===== config.mk =====
export PLATFORM = sky130hd
export DESIGN_NAME = qspi_host_ctrl
export DESIGN_NICKNAME = d
export VERILOG_FILES = /design/src/rtl/qspi_host_pkg.sv /design/src/rtl/qspi_host_ctrl_sck_gen.sv /design/src/rtl/qspi_host_ctrl.sv
export SDC_FILE = /design/constraint.sdc
export NUM_CORES = 1
export LEC_CHECK = 0
export BUFFER_PORTS_ARGS = -buffer_cell sky130_fd_sc_hd__buf_4
export CAP_MARGIN = 15
export CELL_PAD_IN_SITES_DETAIL_PLACEMENT = 2
export CELL_PAD_IN_SITES_GLOBAL_PLACEMENT = 2
export CORE_MARGIN = 2
export CORE_UTILIZATION = 35
export DETAILED_ROUTE_END_ITERATION = 8
export HOLD_SLACK_MARGIN = 0.05
export PLACE_DENSITY = 0.75
export SYNTH_ARGS = -nofsm -noshare
export SYNTH_HDL_FRONTEND = slang
export SYNTH_SLANG_ARGS = --single-unit
export TNS_END_PERCENT = 100

===== constraint.sdc =====
create_clock -name clk_i -period 6.5 [get_ports clk_i]
set_input_delay 0.325 -clock clk_i [delete_from_list [all_inputs] [get_ports clk_i]]
set_output_delay 0.325 -clock clk_i [all_outputs]
set_load 0.02 [all_outputs]

===== src/rtl/qspi_host_pkg.sv =====
// Shared types and constants for the single/quad SPI host frame engine.
package qspi_host_pkg;

    typedef enum logic [2:0] {
        StIdle, StCmd, StAddr, StDummy, StWdata, StRdata, StEnd, StGap
    } state_e;

    localparam logic [1:0] SPI_STD     = 2'b00;
    localparam logic [1:0] SPI_QUAD_TX = 2'b01;
    localparam logic [1:0] SPI_QUAD_RX = 2'b10;

    localparam logic [7:0] CMD_WRITE_MEM  = 8'h02;
    localparam logic [7:0] CMD_READ_MEM   = 8'h0B;
    localparam logic [7:0] CMD_WRITE_REG1 = 8'h11;
    localparam logic [7:0] CMD_READ_REG0  = 8'h05;

    // Output lines for the leading bits of a shift word; sdo3 carries the nibble MSB.
    function automatic logic [3:0] tx_lines(logic [31:0] word, logic quad);
        return quad ? word[31:28] : {3'b000, word[31]};
    endfunction

endpackage


===== src/rtl/qspi_host_ctrl_sck_gen.sv =====
// SPI mode-0 clock generator: sck toggles every CLK_DIV enabled clocks and idles low.
module qspi_sck_gen #(
    parameter int unsigned CLK_DIV = 4
) (
    input  logic clk_i,
    input  logic rst_i,
    input  logic en_i,
    output logic sck_o,
    output logic rise_o,
    output logic fall_o
);
    localparam int unsigned    CntW   = (CLK_DIV > 1) ? $clog2(CLK_DIV) : 1;
    localparam logic [CntW-1:0] CntMax = CntW'(CLK_DIV - 1);

    logic [CntW-1:0] cnt_q;
    logic            sck_q;
    logic            tick;

    // rise/fall flag the clk edge on which sck is about to change
    assign tick   = en_i && (cnt_q == CntMax);
    assign rise_o = tick && !sck_q;
    assign fall_o = tick && sck_q;
    assign sck_o  = sck_q;

    always_ff @(posedge clk_i or posedge rst_i) begin
        if (rst_i) begin
            cnt_q <= '0;
            sck_q <= 1'b0;
        end else if (!en_i) begin
            cnt_q <= '0;
            sck_q <= 1'b0;
        end else if (tick) begin
            cnt_q <= '0;
            sck_q <= ~sck_q;
        end else begin
            cnt_q <= cnt_q + CntW'(1);
        end
    end

endmodule


===== src/rtl/qspi_host_ctrl.sv =====
// Single/quad SPI master frame engine: cmd, optional address, optional dummy, 32-bit data.
module qspi_host_ctrl
    import qspi_host_pkg::*;
#(
    parameter int unsigned CLK_DIV = 4,
    parameter int unsigned CS_GAP  = 2,
    parameter int unsigned DUMMY_W = 6
) (
    input  logic               clk_i,
    input  logic               rst_i,
    input  logic               req_valid_i,
    output logic               req_ready_o,
    input  logic [7:0]         req_cmd_i,
    input  logic               req_has_addr_i,
    input  logic [31:0]        req_addr_i,
    input  logic               req_write_i,
    input  logic [31:0]        req_wdata_i,
    input  logic               req_quad_i,
    input  logic [DUMMY_W-1:0] req_dummy_i,
    output logic               rsp_valid_o,
    output logic [31:0]        rsp_rdata_o,
    output logic               spi_sck_o,
    output logic               spi_csn_o,
    output logic [1:0]         spi_mode_o,
    output logic               spi_sdo0_o,
    output logic               spi_sdo1_o,
    output logic               spi_sdo2_o,
    output logic               spi_sdo3_o,
    input  logic               spi_sdi0_i,
    input  logic               spi_sdi1_i,
    input  logic               spi_sdi2_i,
    input  logic               spi_sdi3_i
);
    localparam int unsigned BitsW = (DUMMY_W > 6) ? DUMMY_W : 6;
    localparam int unsigned WaitW = $clog2(CS_GAP * CLK_DIV + 1);

    state_e             state_q, nxt_st, data_st;
    logic               ready_q, rsp_valid_q, csn_q;
    logic               quad_q, write_q, has_addr_q;
    logic [31:0]        addr_q, wdata_q, sr_q, rdata_q, sr_sh, sr_in;
    logic [DUMMY_W-1:0] dummy_q;
    logic [BitsW-1:0]   bits_q, data_bits;
    logic [WaitW-1:0]   wait_q;
    logic [1:0]         mode_q, rx_mode;
    logic [3:0]         sdo_q;
    logic               sck_en, sck_rise, sck_fall;

    assign sck_en = state_q inside {StCmd, StAddr, StDummy, StWdata, StRdata};

    qspi_sck_gen #(
        .CLK_DIV(CLK_DIV)
    ) u_sck_gen (
        .clk_i (clk_i),
        .rst_i (rst_i),
        .en_i  (sck_en),
        .sck_o (spi_sck_o),
        .rise_o(sck_rise),
        .fall_o(sck_fall)
    );

    assign data_bits = quad_q ? BitsW'(8) : BitsW'(32);
    assign rx_mode   = quad_q ? SPI_QUAD_RX : SPI_STD;
    assign sr_sh     = quad_q ? {sr_q[27:0], 4'h0} : {sr_q[30:0], 1'b0};
    assign sr_in     = quad_q ? {sr_q[27:0], spi_sdi3_i, spi_sdi2_i, spi_sdi1_i, spi_sdi0_i}
                              : {sr_q[30:0], spi_sdi0_i};

    always_comb begin
        data_st = StRdata;
        if (write_q) begin
            data_st = StWdata;
        end else if (dummy_q != '0) begin
            data_st = StDummy;
        end
        nxt_st = StEnd;
        unique case (state_q)
            StCmd:   nxt_st = has_addr_q ? StAddr : data_st;
            StAddr:  nxt_st = data_st;
            StDummy: nxt_st = StRdata;
            default: nxt_st = StEnd;
        endcase
    end

    always_ff @(posedge clk_i or posedge rst_i) begin
        if (rst_i) begin
            state_q     <= StIdle;
            ready_q     <= 1'b0;
            rsp_valid_q <= 1'b0;
            rdata_q     <= '0;
            csn_q       <= 1'b1;
            mode_q      <= SPI_STD;
            sdo_q       <= '0;
            sr_q        <= '0;
            bits_q      <= '0;
            wait_q      <= '0;
            quad_q      <= 1'b0;
            write_q     <= 1'b0;
            has_addr_q  <= 1'b0;
            addr_q      <= '0;
            wdata_q     <= '0;
            dummy_q     <= '0;
        end else begin
            rsp_valid_q <= 1'b0;
            unique case (state_q)
                StIdle: begin
                    if (!ready_q) begin
                        ready_q <= 1'b1;
                    end else if (req_valid_i) begin
                        ready_q    <= 1'b0;
                        csn_q      <= 1'b0;
                        state_q    <= StCmd;
                        quad_q     <= req_quad_i;
                        write_q    <= req_write_i;
                        has_addr_q <= req_has_addr_i;
                        addr_q     <= req_addr_i;
                        wdata_q    <= req_wdata_i;
                        dummy_q    <= req_dummy_i;
                        mode_q     <= req_quad_i ? SPI_QUAD_TX : SPI_STD;
                        sr_q       <= {req_cmd_i, 24'h0};
                        sdo_q      <= tx_lines({req_cmd_i, 24'h0}, req_quad_i);
                        bits_q     <= req_quad_i ? BitsW'(2) : BitsW'(8);
                    end
                end
                StCmd, StAddr, StDummy, StWdata, StRdata: begin
                    if (sck_rise && state_q == StRdata) begin
                        sr_q <= sr_in;
                    end
                    // Phase changes ride on the last falling edge of the current phase
                    if (sck_fall) begin
                        if (bits_q == BitsW'(1)) begin
                            state_q <= nxt_st;
                            unique case (nxt_st)
                                StAddr: begin
                                    sr_q   <= addr_q;
                                    sdo_q  <= tx_lines(addr_q, quad_q);
                                    bits_q <= data_bits;
                                end
                                StWdata: begin
                                    sr_q   <= wdata_q;
                                    sdo_q  <= tx_lines(wdata_q, quad_q);
                                    bits_q <= data_bits;
                                end
                                StDummy: begin
                                    sr_q   <= '0;
                                    sdo_q  <= '0;
                                    bits_q <= BitsW'(dummy_q);
                                    mode_q <= rx_mode;
                                end
                                StRdata: begin
                                    sr_q   <= '0;
                                    sdo_q  <= '0;
                                    bits_q <= data_bits;
                                    mode_q <= rx_mode;
                                end
                                default: begin
                                    sdo_q  <= '0;
                                    wait_q <= WaitW'(CLK_DIV - 1);
                                end
                            endcase
                        end else begin
                            bits_q <= bits_q - BitsW'(1);
                            if (state_q inside {StCmd, StAddr, StWdata}) begin
                                sr_q  <= sr_sh;
                                sdo_q <= tx_lines(sr_sh, quad_q);
                            end
                        end
                    end
                end
                StEnd: begin
                    if (wait_q == '0) begin
                        csn_q       <= 1'b1;
                        rsp_valid_q <= 1'b1;
                        if (!write_q) begin
                            rdata_q <= sr_q;
                        end
                        sr_q    <= '0;
                        mode_q  <= SPI_STD;
                        wait_q  <= WaitW'(CS_GAP * CLK_DIV - 1);
                        state_q <= StGap;
                    end else begin
                        wait_q <= wait_q - WaitW'(1);
                    end
                end
                StGap: begin
                    if (wait_q == '0) begin
                        ready_q <= 1'b1;
                        state_q <= StIdle;
                    end else begin
                        wait_q <= wait_q - WaitW'(1);
                    end
                end
                default: state_q <= StIdle;
            endcase
        end
    end

    assign req_ready_o = ready_q;
    assign rsp_valid_o = rsp_valid_q;
    assign rsp_rdata_o = rdata_q;
    assign spi_csn_o   = csn_q;
    assign spi_mode_o  = mode_q;
    assign spi_sdo0_o  = sdo_q[0];
    assign spi_sdo1_o  = sdo_q[1];
    assign spi_sdo2_o  = sdo_q[2];
    assign spi_sdo3_o  = sdo_q[3];

endmodule


---- Word-level counts from Yosys, hierarchy flattened ----
Index checks and enable logic that the tools add are counted.
operators by class
  $add $sub $neg .......................... 3
  eq/ne operators ......................... 25
  multiplexer cells ....................... 69
  bitwise logic cells ..................... 2
  reduce and logical (&&, ||, !) cells .... 29
operators by type and width
  operator                                                          number
  32-bit two-way mux                                                9
  32-bit case mux with 3 select lines                               2
  4-bit two-way mux                                                 15
  6-bit two-way mux                                                 5
  3-bit two-way mux                                                 9
  6-bit case mux with 2 select lines                                2
  2-bit != test (second input constant)                             10
  3-bit == test (second input constant)                             6
  2-bit two-way mux                                                 9
  4-bit case mux with 2 select lines                                2
  5-bit AND reduction                                               3
  3-bit by 2-bit == test with 1-bit output (second input constant)  4
  3-bit case mux with 4 select lines                                1
  4-bit case mux with 3 select lines                                1
  1-bit two-way mux                                                 10
  3-bit case mux with 3 select lines                                1
  3-bit nonzero test                                                3
  4-bit AND reduction                                               2
  7-bit AND reduction                                               1
  6-bit by 1-bit == test with 1-bit output (second input constant)  1
  2-bit case mux with 3 select lines                                1
  3-bit AND reduction                                               2
  6-bit AND reduction                                               1
  2-bit nonzero test                                                3
  20 further kinds                                                  25
storage, ports and cells
  register bits ........................... 162
  input bits .............................. 88
  output and inout bits ................... 42
  logic and storage cells ................. 146

---- Logic depth before layout (Yosys ltp) ----
  depth after elaboration ................. 11
  gate-level depth with buffers ........... 10
  mapped depth without buffers ............ 7

---- By module ----
A second synthesis with hierarchy kept.
second synthesis, totals
  cells, all modules ...................... 1004
  area, all modules ....................... 8849.7 µm²
modules (own cells, without submodules)
  module          instances  cells an instance  area an instance (µm²)  seq. area each (µm²)
  qspi_host_ctrl  1          992                8710.9                  3980.1
  qspi_sck_gen    1          12                 138.9                   75.1

---- Worst setup path before layout ----
No wires, ideal clock.
  path kind ............................... register to register
  from .................................... register bits_q[0]
  to ...................................... register sr_q[29]
  library setup time ...................... 0.131 ns
  data arrival time ....................... 2.041 ns
  required time ........................... 6.369 ns
  slack ................................... 4.328 ns
  cell stages (with the launch flop) ...... 8
  path buffers ............................ 1
  period minus slack after synthesis ...... 2.172 ns
  path through ............................ dfrtp_1 > ha_1 > nor2b_1 > clkbuf_1 > a211oi_1 > a2111o_4 > a222oi_1 > or3_1
between the ends
  cells in the longest elaborated chain, start to end .. 4
RTL lines
  what                                      RTL line               RTL
  start, declared                           qspi_host_ctrl.sv:42   logic [BitsW-1:0] bits_q, data_bits;
  start signal, assigned                    qspi_host_ctrl.sv:120  bits_q <= req_quad_i ? BitsW'(2) : BitsW'(8);
  start signal, assigned                    qspi_host_ctrl.sv:135  bits_q <= data_bits;
  start signal, assigned                    qspi_host_ctrl.sv:140  bits_q <= data_bits;
  6-bit by 1-bit == test with 1-bit output  qspi_host_ctrl.sv:129  if (bits_q == BitsW'(1)) begin
  32-bit two-way mux                        qspi_host_ctrl.sv:129
  32-bit two-way mux                        qspi_host_ctrl.sv:128  if (sck_fall) begin
  32-bit case mux with 3 select lines       qspi_host_ctrl.sv:103  unique case (state_q)
  end signal, assigned                      qspi_host_ctrl.sv:125  sr_q <= sr_in;
  end signal, assigned                      qspi_host_ctrl.sv:133  sr_q <= addr_q;
  end signal, assigned                      qspi_host_ctrl.sv:138  sr_q <= wdata_q;
  end, declared                             qspi_host_ctrl.sv:40   logic [31:0] addr_q, wdata_q, sr_q, rdata_q, sr_sh, sr_in;
Every way passes these cells.
A chain may end at the register's enable or synchronous reset.

---- Worst setup path in the final report ----
  from .................................... register state_q[1]
  to ...................................... register bits_q[4]
between the ends
  cells in the longest elaborated chain, start to end .. 8
  elaborated cells between the ends (all ways) .. 26
  classes of those cells .................. 13 x eq/ne; 5 x mux; 8 x reduce/logical
RTL lines
  what                                                                                                         RTL line                                                           RTL
  start, declared                                                                                              qspi_host_ctrl.sv:37                                               state_e state_q, nxt_st, data_st;
  start signal, assigned                                                                                       qspi_host_ctrl.sv:85                                               state_q <= StIdle;
  start signal, assigned                                                                                       qspi_host_ctrl.sv:110                                              state_q <= StCmd;
  start signal, assigned                                                                                       qspi_host_ctrl.sv:130                                              state_q <= nxt_st;
  3-bit by 2-bit == test with 1-bit output / 3-bit by 1-bit == test with 1-bit output (equally long branches)  qspi_host_ctrl.sv:48, qspi_host_ctrl.sv:75, qspi_host_ctrl.sv:103
  3-bit case mux with 3 select lines                                                                           qspi_host_ctrl.sv:75                                               unique case (state_q)
  3-bit == test / 3-bit by 2-bit == test with 1-bit output (equally long branches)                             qspi_host_ctrl.sv:131                                              unique case (nxt_st)
  3-bit OR reduction (no line)                                                                                 n/a
  6-bit case mux with 2 select lines                                                                           qspi_host_ctrl.sv:131
  6-bit two-way mux                                                                                            qspi_host_ctrl.sv:129
  6-bit two-way mux                                                                                            qspi_host_ctrl.sv:128
  6-bit case mux with 2 select lines                                                                           qspi_host_ctrl.sv:103
  end signal, assigned                                                                                         qspi_host_ctrl.sv:135
  end signal, assigned                                                                                         qspi_host_ctrl.sv:140
  end signal, assigned                                                                                         qspi_host_ctrl.sv:145                                              bits_q <= BitsW'(dummy_q);
Several ways; a longest one is shown, not always the timed one. The select of a mux whose other input is x is not followed.

==> summary.txt <==
Delay-heaviest family, CP = simple AND/OR/NAND/NOR gates
Clk buf depth = 2
DR WL met3 = 1200 um
Final Critical Period = 3400 ps
CP bufs+invs = 1
Hold/Removal Path Class = input port to register
Register area share after synthesis = 49.4%
Synthesis Warnings = 0
CP Max Fanout = 52
Routed len/inst = 22.6 um
Initial antenna violation count = 0
Ant diodes = 0
Hold Buf Count CTS = 0
Vias/cell = 5.57
CTS buffer count = 17
Worst-path cell chain = or3_1 > nor2_4 > buf_4 > a311oi_2 > o21ai_0 > o211ai_1
Final period util = 52.2%
Drt initial violations = 493
Starting Density = 35.3%
Placer Congestion = 0.830
Filler Cells Inserted = 2537
Cell variety after synth = 62
H-tree Lvls = 4
Die Height = 157 um
Fin. Hold Viols = 0
Final setup fails = 0
Pwr Total = 2.12 mW
Status = finished clean
Fin. max-slew vios = 0
Post-CTS Setup Bufs = 0
Slew of the pin with the lowest slew margin = 1080 ps
P&R area growth vs syn = 22.5%
Area after DPL = 9410 sq um
Number of global-route vias before repair = 7579
Average size of a mapped cell = 9.50 sq um
Clock-pin slew on the worst setup and hold paths = 80 ps
Final nets = 1053
GRT overflow = 0
Most used flip-flop cell after synthesis = dfrtp_1
Power density cells = 211 nW/um^2
Ys async rst share = 100%
Worst skew pair latency = 440 ps
Uppermost layer routed = met4
Drt pass-1 iters = 5
Number of synthesized flops with an enable pin = 0
Number of port buffers = 129
VDD IR-drop max = 0.116 mV
Peak Freq = 0.294 GHz
Dpl hpwl = 20100 um
Area of the multi-input gates = 3870 sq um
Boundary Pins = 130
Critical path's largest stage delay = 740 ps
Most common cell after layout, fill and taps aside = nand2_1
Layout cells sized above 1 = 23.3%
Number of cell rows = 56
Vias = 7198
Post-Route WL = 29200 um
Mapped cell area = 8210 sq um
CP Capture Type = register
Post-route ant nets = 0
Leak = 4.79 nW
CP max-delay cell = dfrtp_1
Setup crit start kind = register
CTS tree = done
Crit Path Class = register to register
First-pass GRT wire length = 46300 um
Total negative setup slack = 0 ps
Max_slew headroom = 27.7%
MaxCap Viol Count = 0
Worst clock skew = 11.4 ps
Final Cell Area = 10100 sq um
Cell count after synthesis = 864
Sequential standard cell area = 4060 sq um
GR Util All Layers = 24.7%
Sink Count = 162
Die width = 157 um
Post-Route M1 WL = 14300 um
Full die area = 24700 sq um
Crit path DAT = 3700 ps
Post-synthesis net count = 956
Maximum number of pins on one net before global-route repair = 106
Flops & latches, synth = 162
Drt drc = 0
RSZ-0062 raised after global routing = no
Met2 WL = 13200 um
CORE AREA = 23300 sq um
Commonest cells after routing, fill and taps aside = nand2_1 (259), dfrtp_1 (160), buf_4 (139)
CTS-repair resized insts = 0
Root Buffer = clkbuf_16
Critical Path RT = 6800 ps
-- cell type report --
| cell class | count | area share (%) |
|---|---|---|
| tap | 319 | 3.97 |
| sequential | 162 | 40.3 |
| timing repair buffer | 141 | 10.8 |
| clock buffer | 18 | 4.37 |
| clock inverter | 14 | 1.64 |
| inverter | 10 | 0.423 |
| multi-input combinational | 629 | 38.5 |
-- routing by layer --
| metal | GRT usage, % | vias to the layer above |
|---|---|---|
| li1 | - | 3288 |
| met1 | 37.3 | 3698 |
| met2 | 37.0 | 179 |
| met3 | 3.55 | 33 |
| met4 | 6.45 | 0 |
| met5 | 0 | - |
-- synthesized netlist by cell type, drive strengths merged (2+ instances only) --
master     n  share of area [%]
o31ai      4               0.37
o22ai      2               0.15
nand2    260                 12
a22o       3               0.32
a2111oi    2               0.44
and2      12               0.91
o21ai     35                2.1
buf       28                1.8
a211o      7               0.75
a221o      9                1.1
inv       10               0.46
a222oi     2               0.24
mux2      39                5.3
o211ai    17                1.6
a221oi    33                3.5
nor4       2               0.15
a22oi     11                1.0
nor2      27                1.3
a311oi     3               0.40
or3        5               0.38
and3       2               0.15
nand3     12               0.73
nor2b      7               0.53
a211oi    22                2.0
a21oi     13               0.79
xnor2      2               0.21
a31oi      8               0.61
nand2b     6               0.46
o221ai     3               0.32
nand4      3               0.23
dfrtp    161                 49
nor3b      2               0.18
ha         4               0.61
a32o      11                1.3
mux2i     31                3.8
o21bai     2               0.18
nor3      10               0.67
o21a       2               0.18
clkbuf    35                1.6
a21o       4               0.37
-- worst paths after layout --
| path | startpoint | cells past startpoint | slack [ps] | to |
|---|---|---|---|---|
| setup / recovery | state_q[1] | 6 | 3100 | bits_q[4] |
| hold / removal | req_addr_i[14] | 3 | 70 | addr_q[14] |
| setup reg to reg | state_q[1] | 6 | 3100 | bits_q[4] |
| hold reg to reg | u_sck_gen.cnt_q[0] | 1 | 470 | u_sck_gen.cnt_q[0] |
| max in group asynchronous | rst_i | 3 | 5000 | sr_q[14] |
| min in group asynchronous | rst_i | 2 | 100 | dummy_q[5] |
-- sequential cells by signal, summed over array words and instances, names as in the netlist, 2 cells and up --
name and flops:
addr_q 32, rsp_rdata_o 32, sr_q 32, wdata_q 32
bits_q 6, dummy_q 6, sdo_q 4, wait_q 4
state_q 3, spi_mode_o 2, u_sck_gen.cnt_q 2
-- power breakdown --
| part | internal, mW | switching [mW] |
|---|---|---|
| logic | 0.0342 | 0.0323 |
| clock network | 0.559 | 0.489 |
| registers | 1.01 | 0 |
| total | 1.60 | 0.521 |
-- logic make-up (layout without fill, tap and decap cells) --
| group | count (synthesis) | after routing | share of synthesized area (%) |
|---|---|---|---|
| AOI/OAI and AO/OA | 199 | 199 | 18.6 |
| xor gates and xnor gates | 3 | 3 | 0.320 |
| adders and majority gates | 4 | 4 | 0.610 |
| buffers and inverters | 73 | 183 | 3.84 |
| DFF | 162 | 162 | 49.4 |
| muxes | 70 | 70 | 9.13 |
| and+or+nand+nor | 353 | 353 | 18.1 |
-- stage by stage --
step	instances	worst slack [ps]	util (%)	hold WS, ps
global placement	1259	3210	40.4	428
floorplan	864	1800	-	419
CTS	1291	3040	43.0	56.3
finish	1293	3100	43.2	67.1
global route	1293	2860	43.2	73.5
detailed placement	1259	3020	40.4	448
-- worst register-to-register path: stages, from the launching register on --
cell and delay, ps:
dfrtp_1 740, or3_1 620, nor2_4 670, buf_4 580, a311oi_2 230, o21ai_0 300
o211ai_1 130
(Power assumes the default switching activity.)
